===== config.mk =====
export PLATFORM = sky130hd
export DESIGN_NAME = neuron_sequencer_flat
export DESIGN_NICKNAME = d
export VERILOG_FILES = /design/src/rtl/nn_pkg.sv /design/src/rtl/neuron_sequencer_if.sv /design/src/rtl/nn_mac_acc.sv /design/src/rtl/neuron_sequencer.sv /design/src/flat_wrapper.sv
export SDC_FILE = /design/constraint.sdc
export NUM_CORES = 1
export LEC_CHECK = 0
export CELL_PAD_IN_SITES_DETAIL_PLACEMENT = 2
export CELL_PAD_IN_SITES_GLOBAL_PLACEMENT = 2
export CORE_UTILIZATION = 38
export CTS_CLUSTER_DIAMETER = 50
export DETAILED_ROUTE_END_ITERATION = 16
export PLACE_DENSITY_LB_ADDON = 0.1
export SYNTH_ARGS = -nofsm -noshare
export SYNTH_HDL_FRONTEND = slang
export SYNTH_SLANG_ARGS = --single-unit

===== constraint.sdc =====
create_clock -name clk -period 6.45 [get_ports clk]
set_input_delay 1.29 -clock clk [delete_from_list [all_inputs] [get_ports clk]]
set_output_delay 1.29 -clock clk [all_outputs]
set_load 0.05 [all_outputs]

===== src/rtl/nn_pkg.sv =====
// nn_pkg: shared state encoding, width helpers and saturation for the neuron sequencer
package nn_pkg;

  typedef enum logic [2:0] {IDLE, LOAD, MAC, WRITE, DONE} state_t;

  // Data width: integer plus fraction bits
  function automatic int dw_f(int qm, int qn);
    return qm + qn;
  endfunction

  // Full product width of one data by one weight
  function automatic int pw_f(int qm, int qn, int wm, int wn);
    return qm + qn + wm + wn;
  endfunction

  // Accumulator width: N products plus bias can never overflow it
  function automatic int aw_f(int qm, int qn, int wm, int wn, int n);
    return pw_f(qm, qn, wm, wn) + $clog2(n) + 1;
  endfunction

  // Clamp a sign-extended value into a w-bit signed range
  function automatic logic signed [63:0] sat_trunc(logic signed [63:0] v, int w);
    logic signed [63:0] hi;
    logic signed [63:0] lo;
    hi = (64'sd1 <<< (w - 1)) - 64'sd1;
    lo = -hi - 64'sd1;
    return v > hi ? hi : v < lo ? lo : v;
  endfunction

endpackage


===== src/rtl/neuron_sequencer_if.sv =====
// neuron_sequencer_if: memory-side bus between the sequencer (master) and the layer/neuron memory (slave)
interface neuron_sequencer_if #(
  parameter int M  = 3,
  parameter int N  = 2,
  parameter int QM = 3,
  parameter int QN = 5,
  parameter int WM = 3,
  parameter int WN = 5
);
  import nn_pkg::*;

  localparam int DW  = dw_f(QM, QN);
  localparam int WW  = WM + WN;
  localparam int LAW = M > 2 ? $clog2(M - 1) : 1;
  localparam int NAW = $clog2(N);

  logic                 read_en;
  logic                 write_en;
  logic                 swap;
  logic [LAW-1:0]       layer_addr;
  logic [NAW-1:0]       neuron_addr;
  logic signed [DW-1:0] inputs [N];
  logic signed [WW-1:0] weights [N];
  logic signed [DW-1:0] bias;
  logic signed [DW-1:0] result;

  modport master (
    output read_en, layer_addr, neuron_addr, write_en, result, swap,
    input  inputs, weights, bias
  );

  modport slave (
    input  read_en, layer_addr, neuron_addr, write_en, result, swap,
    output inputs, weights, bias
  );

endinterface


===== src/rtl/nn_mac_acc.sv =====
// nn_mac_acc: signed multiply-accumulate register with bias preload and shifted, activated, saturated readout
// Build option: NN_RELU_EN clamps negative sums to zero before saturation.
module nn_mac_acc
  import nn_pkg::*;
#(
  parameter int DW = 8,
  parameter int WW = 8,
  parameter int PW = 16,
  parameter int AW = 18,
  parameter int WN = 5
) (
  input  logic                 clk,
  input  logic                 nrst,
  input  logic                 clr,
  input  logic                 en,
  input  logic signed [DW-1:0] bias,
  input  logic signed [DW-1:0] x,
  input  logic signed [WW-1:0] w,
  output logic signed [DW-1:0] result
);

  logic signed [AW-1:0] acc_q;
  logic signed [AW-1:0] acc_d;
  logic signed [AW-1:0] shifted;
  logic signed [AW-1:0] act;
  logic signed [PW-1:0] prod;

  // Bias preload aligned to the product's fraction point, else accumulate one product
  always_comb begin
    prod    = PW'(x) * PW'(w);
    acc_d   = clr ? (AW'(bias) <<< WN) : en ? acc_q + AW'(prod) : acc_q;
    shifted = acc_q >>> WN;
`ifdef NN_RELU_EN
    act     = shifted[AW-1] ? '0 : shifted;
`else
    act     = shifted;
`endif
    result  = DW'(sat_trunc(64'(act), DW));
  end

  // Accumulator register
  always_ff @(posedge clk or negedge nrst)
    if (!nrst) acc_q <= '0;
    else       acc_q <= acc_d;

endmodule


===== src/rtl/neuron_sequencer.sv =====
// neuron_sequencer: walks M-1 layers x N neurons, loading operands, running a serial MAC and writing results back
// Build option: NN_RELU_EN applies ReLU to each neuron result before saturation.
module neuron_sequencer
  import nn_pkg::*;
#(
  parameter int M  = 3,
  parameter int N  = 2,
  parameter int QM = 3,
  parameter int QN = 5,
  parameter int WM = 3,
  parameter int WN = 5
) (
  input  logic clk,
  input  logic nrst,
  input  logic start,
  output logic busy,
  output logic done,
  neuron_sequencer_if.master bus
);

  localparam int DW  = dw_f(QM, QN);
  localparam int WW  = WM + WN;
  localparam int PW  = pw_f(QM, QN, WM, WN);
  localparam int AW  = aw_f(QM, QN, WM, WN, N);
  localparam int LAW = M > 2 ? $clog2(M - 1) : 1;
  localparam int NAW = $clog2(N);

  state_t               state_q, state_d;
  logic [LAW-1:0]       layer_q, layer_d;
  logic [NAW-1:0]       neuron_q, neuron_d;
  logic [NAW-1:0]       k_q, k_d;
  logic signed [DW-1:0] x_q [N];
  logic signed [DW-1:0] x_d [N];
  logic signed [WW-1:0] w_q [N];
  logic signed [WW-1:0] w_d [N];
  logic                 last_neuron;
  logic                 last_layer;
  logic                 clr;
  logic                 en;

  // Next-state, address stepping and operand capture
  always_comb begin
    state_d     = state_q;
    layer_d     = layer_q;
    neuron_d    = neuron_q;
    k_d         = k_q;
    x_d         = x_q;
    w_d         = w_q;
    clr         = 1'b0;
    en          = 1'b0;
    last_neuron = neuron_q == NAW'(N - 1);
    last_layer  = layer_q == LAW'(M - 2);
    unique case (state_q)
      IDLE: if (start) begin
        state_d  = LOAD;
        layer_d  = '0;
        neuron_d = '0;
      end
      LOAD: begin
        x_d     = bus.inputs;
        w_d     = bus.weights;
        clr     = 1'b1;
        k_d     = '0;
        state_d = MAC;
      end
      MAC: begin
        en      = 1'b1;
        k_d     = k_q + 1'b1;
        state_d = k_q == NAW'(N - 1) ? WRITE : MAC;
      end
      WRITE: if (!last_neuron) begin
        neuron_d = neuron_q + 1'b1;
        state_d  = LOAD;
      end else if (!last_layer) begin
        layer_d  = layer_q + 1'b1;
        neuron_d = '0;
        state_d  = LOAD;
      end else begin
        layer_d  = '0;
        neuron_d = '0;
        state_d  = DONE;
      end
      DONE: state_d = IDLE;
      default: state_d = IDLE;
    endcase
  end

  // State, address, counter and operand registers
  always_ff @(posedge clk or negedge nrst)
    if (!nrst) begin
      state_q  <= IDLE;
      layer_q  <= '0;
      neuron_q <= '0;
      k_q      <= '0;
      x_q      <= '{default: '0};
      w_q      <= '{default: '0};
    end else begin
      state_q  <= state_d;
      layer_q  <= layer_d;
      neuron_q <= neuron_d;
      k_q      <= k_d;
      x_q      <= x_d;
      w_q      <= w_d;
    end

  // Outputs decode from state and address registers only
  always_comb begin
    busy            = state_q != IDLE;
    done            = state_q == DONE;
    bus.read_en     = state_q == LOAD;
    bus.write_en    = state_q == WRITE;
    bus.swap        = state_q == WRITE && last_neuron && !last_layer;
    bus.layer_addr  = layer_q;
    bus.neuron_addr = neuron_q;
  end

  nn_mac_acc #(
    .DW(DW),
    .WW(WW),
    .PW(PW),
    .AW(AW),
    .WN(WN)
  ) u_mac (
    .clk   (clk),
    .nrst  (nrst),
    .clr   (clr),
    .en    (en),
    .bias  (bus.bias),
    .x     (x_q[k_q]),
    .w     (w_q[k_q]),
    .result(bus.result)
  );

endmodule


===== src/flat_wrapper.sv =====
// flat-port wrapper written by rule: the top's interface ports become plain ports
module neuron_sequencer_flat import nn_pkg::*;
#(
  parameter int M  = 3,
  parameter int N  = 2,
  parameter int QM = 3,
  parameter int QN = 5,
  parameter int WM = 3,
  parameter int WN = 5
)
  (clk, nrst, start, busy, done, bus_read_en, bus_layer_addr, bus_neuron_addr, bus_write_en, bus_result, bus_swap, bus_inputs, bus_weights, bus_bias);
  neuron_sequencer_if #(.M(M), .N(N), .QM(QM), .QN(QN), .WM(WM), .WN(WN)) bus_i ();
  input  logic clk;
  input  logic nrst;
  input  logic start;
  output logic busy;
  output logic done;
  output wire logic [$bits(bus_i.read_en)-1:0] bus_read_en;
  output wire logic [$bits(bus_i.layer_addr)-1:0] bus_layer_addr;
  output wire logic [$bits(bus_i.neuron_addr)-1:0] bus_neuron_addr;
  output wire logic [$bits(bus_i.write_en)-1:0] bus_write_en;
  output wire logic [$bits(bus_i.result)-1:0] bus_result;
  output wire logic [$bits(bus_i.swap)-1:0] bus_swap;
  input wire logic [$bits(bus_i.inputs)-1:0] bus_inputs;
  input wire logic [$bits(bus_i.weights)-1:0] bus_weights;
  input wire logic [$bits(bus_i.bias)-1:0] bus_bias;
  assign bus_read_en = bus_i.read_en;
  assign bus_layer_addr = bus_i.layer_addr;
  assign bus_neuron_addr = bus_i.neuron_addr;
  assign bus_write_en = bus_i.write_en;
  assign bus_result = bus_i.result;
  assign bus_swap = bus_i.swap;
  assign bus_i.inputs = {>>{bus_inputs}};
  assign bus_i.weights = {>>{bus_weights}};
  assign bus_i.bias = bus_bias;
  neuron_sequencer #(.M(M), .N(N), .QM(QM), .QN(QN), .WM(WM), .WN(WN)) u_core (.clk(clk), .nrst(nrst), .start(start), .busy(busy), .done(done), .bus(bus_i));
endmodule

==> results by group, run 1 <==
Route
  • Met1 Wirelength: 6678 µm
  • Met2 WL: 8388 µm
  • Routed len/inst: 19.72 µm
  • Initial DRC Count: 135
  • Vias: 4119
  • DRT Pass-1 Iters: 10
  • Total routed wirelength: around 16000 µm
  • Routed wl met3: 345 µm
  • Via density: 5.188
  • Drt drc: 12
  • Post-route ant nets: 0
  • Top layer in use: met4

Layout
  • Reg area: 0.001401 mm²
  • Layout area overhead: 16.80%
  • Fillcell total: 1529
  • N_diodes: 0
  • Fin nets: 774
  • Footprint of the multi-input gates: 0.003936 mm²
  • Share of post-route cells with drive strength above 1: 0.1230

Critical path
  • R2R cell count: 16
  • Capture point of the worst path: u_core.u_mac.acc_q[14]$_DFFE_PN0P_
  • Crit-path cells: mux2i_1 -> or2_2 -> inv_1 -> fa_1 -> inv_1 -> fa_1 -> inv_1 -> fa_1 -> fa_1 -> ha_1 -> ha_1 -> a2111o_1 -> o221ai_2 -> nand2_1 -> xor2_1 -> o221a_2
  • CP Depth: 16
  • Reg2Reg Setup Slack: around 0.55 ns
  • Worst Path Buf+Inv: 3
  • Crit-path most repeated cell: fa_1
  • Crit path max-delay cell type: dfrtp_1
  • Required time worst endpoint: around 6.7 ns
  • Crit-path max cell delay: 0.70 ns
  • CP endpoint kind: flip-flop
  • RR Startpoint: u_core.k_q$_DFFE_PN0P_
  • Startpoint Class: flip-flop
  • CP Max Fanout: 11
  • Crit path launch: u_core.k_q$_DFFE_PN0P_
  • WS Path Type: reg -> reg
  • Critical path arrival: 6.11 ns
  • CP top delay family: adder cells
  • Terminus of the critical flop-to-flop path: u_core.u_mac.acc_q[14]$_DFFE_PN0P_

Clocking
  • Clock Latency Late Sink: 0.32 ns
  • Root Driver: clkbuf_16
  • Post-CTS Setup Bufs: 0
  • Clk buf depth: 2
  • Count of clock tree sinks: between 50 and 60
  • CTS tree: done
  • Cts hold-fix bufs: 0
  • Clk pin slew, worst setup/hold paths: 0.09 ns
  • H-tree levels: 2
  • CTS resizes: 0
  • TritonCTS buffer count: 5

Place
  • DP Wirelength: 12660 µm
  • I/O Buffers: 57
  • RD Place Congestion: 0.8585

Floorplanning
  • Die footprint: about 0.016 mm²
  • Core Footprint: 0.01464 mm²
  • Die height: 124.9 µm
  • Ports: 58
  • Die X: ~120 µm
  • Starting Density: 0.3922
  • Floorplan row count: 44

STA
  • Final Hold Vio Count: 0
  • Peak Freq: 169.5 MHz
  • Shortest period the worst path allows: 5.900 ns
  • Max-slew violation count: 0
  • RSZ-0062 raised after global routing: no
  • Period utilization: 0.9147
  • Final Skew: 0.01041 ns
  • Final setup viols: 0
  • Final setup TNS: 0 ns
  • Relative slew slack: 0.4900
  • Slew @ Worst Pin: approximately 0.76 ns

Outcome
  • Status: complete, but fails checks
  • Failing checks: design-rule violations

Synth
  • Synth cell types: 48
  • Yosys Warn Count: 0
  • Post-synth EDFFs: 0
  • Mapped Area: 0.005743 mm²
  • Sequential fraction of the synthesis area: 0.2440
  • Yosys reg bits: 56
  • Post-Syn Instances: roughly 550
  • Post-synth top flop: dfrtp_1
  • Post-synth ARST share: 1.000
  • Synthesized Nets: 711
  • Post-Syn Area per Cell: 10.52 µm²

Hold path
  • Hold crit path type: reg -> reg
  • HP Start: u_core.state_q[2]$_DFFE_PN0N_

Global route
  • Antenna violations before repair: 0
  • Pin count of the biggest net entering global routing: 57
  • Vias in the first global route: 4874
  • All-Layer GR Usage: 0.2182
  • First-pass GRT wire length: between 20000 and 30000 µm
  • Grt ovf: 0

Flow run
  • Max_cap viols: 0
[metal layers]
layer	vias to the layer above	global-route usage
li1	1895	-
met3	16	0.02867
met2	48	0.4022
met5	-	0
met4	0	0.05093
met1	2160	0.2710
[worst register-to-register path, cell delays in order, from the launching register on]
cell,delay [ns]
dfrtp_1,0.70
mux2i_1,0.66
or2_2,0.27
inv_1,0.06
fa_1,0.56
inv_1,0.16
fa_1,0.58
inv_1,0.07
fa_1,0.51
fa_1,0.49
ha_1,0.31
ha_1,0.34
a2111o_1,0.46
o221ai_2,0.17
nand2_1,0.09
xor2_1,0.14
o221a_2,0.24
[layout by cell type (no fill, tap or decap), types with 5 or more instances in the layout]
cell type        instances
clkdlybuf4s50_1         56
mux2_2                  41
nand2b_1                 5
clkbuf_16                5
ha_1                    42
nand2_1                 32
dfrtp_1                 56
o21a_1                  10
inv_1                   88
or2_2                    5
xnor2_1                 15
o21ai_0                 20
fa_1                    80
buf_4                   12
nor2_1                  55
a21oi_1                 13
mux2i_1                 17
[metrics by stage]
step                area (µm²)  instances  hold slack (ns)  utilization  setup WS, ns
floorplan                 5743        546           0.4473            -        0.7625
global placement          6558        786           0.4841       0.4478        0.7478
detailed placement        6558        786           0.4910       0.4478        0.5657
CTS                       6708        794           0.5057       0.4580        0.4965
global route              6708        794           0.5401       0.4580        0.1183
finish                    6708        794           0.5123       0.4580        0.5500
[layout make-up]
class / count / area share
multi-input combinational: 388 / 0.5868
sequential: 56 / 0.2089
timing repair buffer: 69 / 0.09774
inverter: 89 / 0.04980
tap: 184 / 0.03432
clock buffer: 5 / 0.01865
clock inverter: 3 / 0.003731
[cells in the mapped netlist, drive strengths merged, types with 8 or more instances]
master	instances	share of area
dfrtp	56	0.24
nand2	32	0.021
ha	42	0.092
xnor2	15	0.023
buf	8	0.0092
o21ai	24	0.021
mux2	41	0.080
mux2i	17	0.030
fa	80	0.28
a21oi	13	0.011
nor2	56	0.038
o21a	10	0.013
inv	88	0.058
[registers in the layout (all words and copies together), names as in the netlist]
signal,count
u_core.bus.layer_addr,1
u_core.bus.neuron_addr,1
u_core.x_q,16
u_core.w_q,16
u_core.u_mac.acc_q,18
u_core.state_q,3
u_core.k_q,1
[how the worst min path moves through the flow]
stage | slack (ns) | to | depth (start not counted)
6_report | 0.51 | u_core.state_q[0]$_DFFE_PN0N_ | 1
4_1_cts | 0.51 | u_core.state_q[0]$_DFFE_PN0N_ | 1
2_1_floorplan | 0.45 | u_core.state_q[0]$_DFFE_PN0N_ | 1
3_5_place_dp | 0.49 | u_core.state_q[0]$_DFFE_PN0N_ | 1
3_3_place_gp | 0.48 | u_core.state_q[0]$_DFFE_PN0N_ | 1
5_1_grt | 0.54 | u_core.w_q[1]$_DFFE_PN0P_ | 1
[cell families (layout without fill, tap and decap cells)]
family / count (synthesis) / in the layout / share of synthesized area
DFF: 56 / 56 / 0.2440
AOI/OAI and AO/OA: 77 / 77 / 0.09128
buffers and inverters: 102 / 166 / 0.07080
xor gates and xnor gates: 17 / 17 / 0.02593
and+or+nand+nor: 114 / 114 / 0.08758
muxes: 58 / 58 / 0.1100
adders and majority gates: 122 / 122 / 0.3704
Power of run 1 is not shown: default switching activity piles up to over one toggle a cycle in this logic, so the estimate is an artifact.
==> inputs of run 2 (changes only) <==
--- a/config.mk
+++ b/config.mk
@@ -8,6 +8,7 @@
 export CELL_PAD_IN_SITES_DETAIL_PLACEMENT = 2
 export CELL_PAD_IN_SITES_GLOBAL_PLACEMENT = 2
 export CORE_UTILIZATION = 38
+export CTS_BUF_LIST = sky130_fd_sc_hd__clkbuf_16
 export CTS_CLUSTER_DIAMETER = 50
 export DETAILED_ROUTE_END_ITERATION = 16
 export PLACE_DENSITY_LB_ADDON = 0.1
==> results of run 2 <==
The final DEF is identical to that of run 1; final timing and power are the same.
Power of run 2 is left out for the same reason.
